## src/rtl/expmu_scheduler.sv

```systemverilog
// expmu_scheduler: sweeps a small (mu, S0) asset table over time steps T_MIN..T_MAX,
// issuing one operand set per cycle to a fixed-latency exp datapath, and tags each
// returning result with its {asset, t} result-memory address.
//
// Ports:
//   CLK, RST                      clock, asynchronous active-high reset
//   iStart / iAbort               one-cycle run request / cancel request
//   iLoadEn, iLoadIdx, iLoadMu/S  asset-table write port (idle only)
//   iResult                       datapath result, forwarded as write data
//   oIssue, oT, oMu, oS           operands to datapath (zero when not issuing)
//   oWrEn, oWrAddr, oWrData       result-memory write port
//   oBusy, oDone, oAborted        run status
module expmu_scheduler #(
    parameter int unsigned N_ASSETS = 4,
    parameter int unsigned LOGN     = 2,
    parameter int unsigned T_MIN    = 343,
    parameter int unsigned T_MAX    = 511,
    parameter int unsigned LOGT     = 9,
    parameter int unsigned PIPE_LAT = 12
) (
    input  logic                 CLK,
    input  logic                 RST,
    input  logic                 iStart,
    input  logic                 iAbort,
    input  logic                 iLoadEn,
    input  logic [LOGN-1:0]      iLoadIdx,
    input  logic [17:0]          iLoadMu,
    input  logic [17:0]          iLoadS,
    input  logic [17:0]          iResult,
    output logic                 oIssue,
    output logic [LOGT-1:0]      oT,
    output logic [17:0]          oMu,
    output logic [17:0]          oS,
    output logic                 oWrEn,
    output logic [LOGN+LOGT-1:0] oWrAddr,
    output logic [17:0]          oWrData,
    output logic                 oBusy,
    output logic                 oDone,
    output logic                 oAborted
);

    localparam int unsigned TagW = LOGN + LOGT;

    localparam logic [1:0] StIdle   = 2'd0;
    localparam logic [1:0] StIssue  = 2'd1;
    localparam logic [1:0] StDrain  = 2'd2;
    localparam logic [1:0] StFinish = 2'd3;

    localparam logic [LOGT-1:0] TMin      = LOGT'(T_MIN);
    localparam logic [LOGT-1:0] TMax      = LOGT'(T_MAX);
    localparam logic [LOGN-1:0] LastAsset = LOGN'(N_ASSETS - 1);

    logic [1:0]          state_q, state_d;
    logic [LOGT-1:0]     t_q, t_d;
    logic [LOGN-1:0]     asset_q, asset_d;
    logic [17:0]         mu_q [N_ASSETS];
    logic [17:0]         s_q  [N_ASSETS];
    logic [PIPE_LAT-1:0] valid_q, valid_d;
    logic [TagW-1:0]     tag_q [PIPE_LAT];

    logic abort_hit;
    logic issue;
    logic load_ok;

    // Abort only matters while a run is producing or draining results.
    assign abort_hit = iAbort && ((state_q == StIssue) || (state_q == StDrain));
    assign issue     = (state_q == StIssue) && !iAbort;
    assign load_ok   = iLoadEn && (state_q == StIdle) && (32'(iLoadIdx) < N_ASSETS);

    // Asset table
    always_ff @(posedge CLK or posedge RST) begin
        if (RST) begin
            for (int i = 0; i < int'(N_ASSETS); i++) begin
                mu_q[i] <= '0;
                s_q[i]  <= '0;
            end
        end else if (load_ok) begin
            mu_q[iLoadIdx] <= iLoadMu;
            s_q[iLoadIdx]  <= iLoadS;
        end
    end

    // Sequencer
    always_comb begin
        state_d = state_q;
        t_d     = t_q;
        asset_d = asset_q;
        case (state_q)
            StIdle: begin
                if (iStart) begin
                    state_d = StIssue;
                    t_d     = TMin;
                    asset_d = '0;
                end
            end
            StIssue: begin
                if (iAbort) begin
                    state_d = StIdle;
                end else if (t_q == TMax) begin
                    t_d     = TMin;
                    asset_d = asset_q + LOGN'(1);
                    if (asset_q == LastAsset) begin
                        state_d = StDrain;
                    end
                end else begin
                    t_d = t_q + LOGT'(1);
                end
            end
            StDrain: begin
                if (iAbort) begin
                    state_d = StIdle;
                end else if (valid_q == '0) begin
                    state_d = StFinish;
                end
            end
            default: state_d = StIdle;
        endcase
    end

    always_ff @(posedge CLK or posedge RST) begin
        if (RST) begin
            state_q <= StIdle;
            t_q     <= TMin;
            asset_q <= '0;
        end else begin
            state_q <= state_d;
            t_q     <= t_d;
            asset_q <= asset_d;
        end
    end

    // Valid/tag delay line; stage PIPE_LAT-1 lines up with the datapath result.
    always_comb begin
        valid_d    = valid_q;
        valid_d[0] = issue;
        for (int j = 1; j < int'(PIPE_LAT); j++) begin
            valid_d[j] = valid_q[j-1];
        end
        if (abort_hit) begin
            valid_d = '0;
        end
    end

    always_ff @(posedge CLK or posedge RST) begin
        if (RST) begin
            valid_q <= '0;
            for (int j = 0; j < int'(PIPE_LAT); j++) begin
                tag_q[j] <= '0;
            end
        end else begin
            valid_q  <= valid_d;
            tag_q[0] <= {asset_q, t_q};
            for (int j = 1; j < int'(PIPE_LAT); j++) begin
                tag_q[j] <= tag_q[j-1];
            end
        end
    end

    // Outputs
    assign oIssue   = issue;
    assign oT       = issue ? t_q : '0;
    assign oMu      = issue ? mu_q[asset_q] : '0;
    assign oS       = issue ? s_q[asset_q] : '0;
    // A write maturing in the abort cycle is suppressed along with the rest.
    assign oWrEn    = valid_q[PIPE_LAT-1] && !abort_hit;
    assign oWrAddr  = oWrEn ? tag_q[PIPE_LAT-1] : '0;
    assign oWrData  = iResult;
    assign oBusy    = (state_q != StIdle);
    assign oDone    = (state_q == StFinish);
    assign oAborted = abort_hit;

endmodule
```

## config.mk

```make
export PLATFORM = sky130hd
export DESIGN_NAME = expmu_scheduler
export DESIGN_NICKNAME = d
export VERILOG_FILES = /design/src/rtl/expmu_scheduler.sv
export SDC_FILE = /design/constraint.sdc
export NUM_CORES = 1
export LEC_CHECK = 0
export CAP_MARGIN = 30
export CORE_ASPECT_RATIO = 1.75
export CORE_UTILIZATION = 49
export CTS_CLUSTER_DIAMETER = 100
export CTS_CLUSTER_SIZE = 8
export DETAILED_ROUTE_END_ITERATION = 8
export GPL_TIMING_DRIVEN = 0
export MAX_ROUTING_LAYER = met4
export PLACE_DENSITY = 0.72
export SKIP_CTS_REPAIR_TIMING = 1
export SLEW_MARGIN = 20
export SYNTH_ARGS = -nofsm -noshare
export SYNTH_HDL_FRONTEND = slang
export SYNTH_SLANG_ARGS = --single-unit
```

## constraint.sdc

```tcl
create_clock -name CLK -period 11.5 [get_ports CLK]
set_input_delay 1.725 -clock CLK [delete_from_list [all_inputs] [get_ports CLK]]
set_output_delay 1.725 -clock CLK [all_outputs]
set_load 0.02 [all_outputs]
```

==> qor.yml <==
finish.net_count: 916
port_buffers: 121
grt_max_degree: 121
yosys.area_share.simple_pct: 6.09
cp.required_ns: 9.78
synth_area_leader_cell: "dfrtp_1"
synth_fa_ha_area_share_pct: 0.665
synthArstFlopShare_pct: 100
cp_max_fo: 10
clkSlewWorstSetupHoldPaths_ns: 0.06
drtPass1Iterations: 4
final-seq-area_um2: 7540
core_area_um2: 22700
synth_warnings: 0
rsz0062_at_grt: "false"
grt_pass1_vias: 7036
cp-start-kind: "input port"
synth_ff_type: "dfrtp_1"
drt_iter0_drc: 271
synth_cells: 681
die_area_um2: 23700
dieWidth_um: 117
area_delta_synth_final_pct: 25.5
arrival_ns: 4.17
postSynthAreaPerCell_um2: 16.6
ir_drop_uv: 141
status: "finished clean"
setup_viol: 0
seq_area_frac_synth_pct: 66.7
antenna_found_initial: 0
yosys.area_share.xor_xnor_pct: 0
clockBufferDepth: 3
p_per_area_nw_per_um2: 266
synth.distinct_cells: 41
multi_input_area_um2: 3390
holdPathStages: 0
antenna_cells: 0
synth.most_common_cell: "dfrtp_1"
synth_mux_area_share_pct: 21.9
post-route-period-util_pct: 51.2
syn_area_um2: 11300
p_leak_uw: 0.00613
clockRootBuffer: "clkbuf_16"
grt_pass1_wl_um: 37500
via_per_inst: 5.16
maxCapViolCount: 0
place.detailed.hpwl_um: 15500
synth-compound-area-share_pct: 1.35
cts_sinks: 301
crit_type: "input port to output port"
cts_tree: "done"
synth_fp_nets: 748
utilization_pct: 62.6
clkLatencyLatePin_ns: 0.54
fillers: 1725
worstMarginPinSlew_ns: 0.715
synth-seq-cells: 301
vias: 6079
fin_skew_ns: 0.0203
fin_setup_tns_ns: 0
place_congestion: 0.794
crit_path_end_kind: "output port"
fp.dieH_um: 203
wl_per_cell_um: 19.5
fmax_mhz: 170
wirelength_um: 23000
grt_use_total_pct: 21.7
finalMaxSlewViolations: 0
ios: 140
synth_top_family_by_area: "multiplexers"
antenna_left: 0
start_util_pct: 49.9
netlist.area_leader.share_pct: 65.4
gr-total-overflow: 0
drive_gt1_share_pct: 32.2
finalCriticalPeriod_ns: 5.89
drc: 0
hp-class: "flop to flop"
yosys-top-cells-count: "dfrtp_1 (295), mux2_2 (142), and2_1 (57), mux4_2 (36), buf_4 (22)"
cts_buffers: 43
slew_headroom_pct: 52.3
synth_edf_count: 0
r2r_cells: 6
hold_viol: 0
htree_levels: 2
synth.area.top_cells: "dfrtp_1 (65%), mux2_2 (14%), mux4_2 (7.2%)"
rows: 73
## final cells by class
type | instances | area share (%)
Buffer | 47 | 2.37
Clock buffer | 69 | 8.28
Clock inverter | 4 | 0.406
Inverter | 8 | 0.265
Multi-Input combinational cell | 325 | 23.9
Sequential cell | 301 | 53.2
Tap cell | 300 | 2.65
Timing Repair Buffer | 123 | 8.93
## sequential cells by signal, indices dropped and copies added (netlist names)
register  count
mu_q         72
state_q       2
t_q           9
asset_q       2
tag_q       132
s_q          72
valid_q      12
## per-layer routing
layer / vias up / part of all wire [%] / global-route usage (%)
met5: - / 0 / -
met4: 0 / 2.1 / 7.69
met3: 35 / 3.7 / 3.94
met2: 116 / 58 / 38.4
met1: 3220 / 37 / 24.2
li1: 2708 / - / -
## kinds of logic (layout without fill, tap and decap cells)
logic type               after synthesis  in the layout
flip-flops                           301            301
multiplexers                         184            184
AND/OR/NAND/NOR                      111            111
buffers and inverters                 55            251
AO/OA/AOI/OAI                         24             24
adder cells (fa/ha/maj)                6              6
## critical path: stages
cell and delay (ns):
clkdlybuf4s50_1 0.50, nand2b_1 0.20, inv_1 0.06, clkbuf_1 0.35, clkbuf_1 0.44, and2_1 0.26
clkdlybuf4s50_1 0.62
## layout by cell type, fill, tap and decap left out, drive strengths merged, types with 3 or more instances in the layout
cell and n:
buf 41, nand2 11, mux2 146, mux4 36, clkinv 3, inv 9
a21oi 5, nand4 4, nand3 4, o21ai 10, clkdlybuf4s50 121, nor2 10
dfstp 6, nor4 3, and2 57, ha 6, and3 11, clkbuf 77
dfrtp 295
## metrics by stage
stage | power (uW) | hold WS, ns | std cells | worst slack [ns] | instance area [um2]
after global routing | 3970 | 0.334 | 1177 | 5.38 | 14200
after CTS | 3820 | 0.324 | 1177 | 5.51 | 14200
after floorplan | 2310 | 0.331 | 681 | 1.47 | 11300
after detailed placement | 2660 | 0.335 | 1104 | 5.56 | 12900
after global placement | 2570 | 0.334 | 1102 | -1.06 | 12900
final | 3770 | 0.325 | 1177 | 5.61 | 14200
## worst paths after layout
| kind | start | end | slack (ns) |
|---|---|---|---|
| worst min register to register | tag_q[97] | tag_q[86] | 0.33 |
| min in group asynchronous | RST | s_q[2] | 1.70 |
| max in group asynchronous | RST | tag_q[94] | 8.33 |
| worst min-delay path | tag_q[97] | tag_q[86] | 0.33 |
| worst max-delay path | iAbort | oS[0] | 5.61 |
| worst max register to register | state_q[0] | s_q[61] | 9.19 |
## power by group
part | switching, uW | leakage [uW] | internal [uW]
registers | 192 | 0.00355 | 1460
clock network | 440 | 0.000588 | 696
logic | 419 | 0.00199 | 558
total | 1050 | 0.00613 | 2720
(Power assumes the default switching activity.)
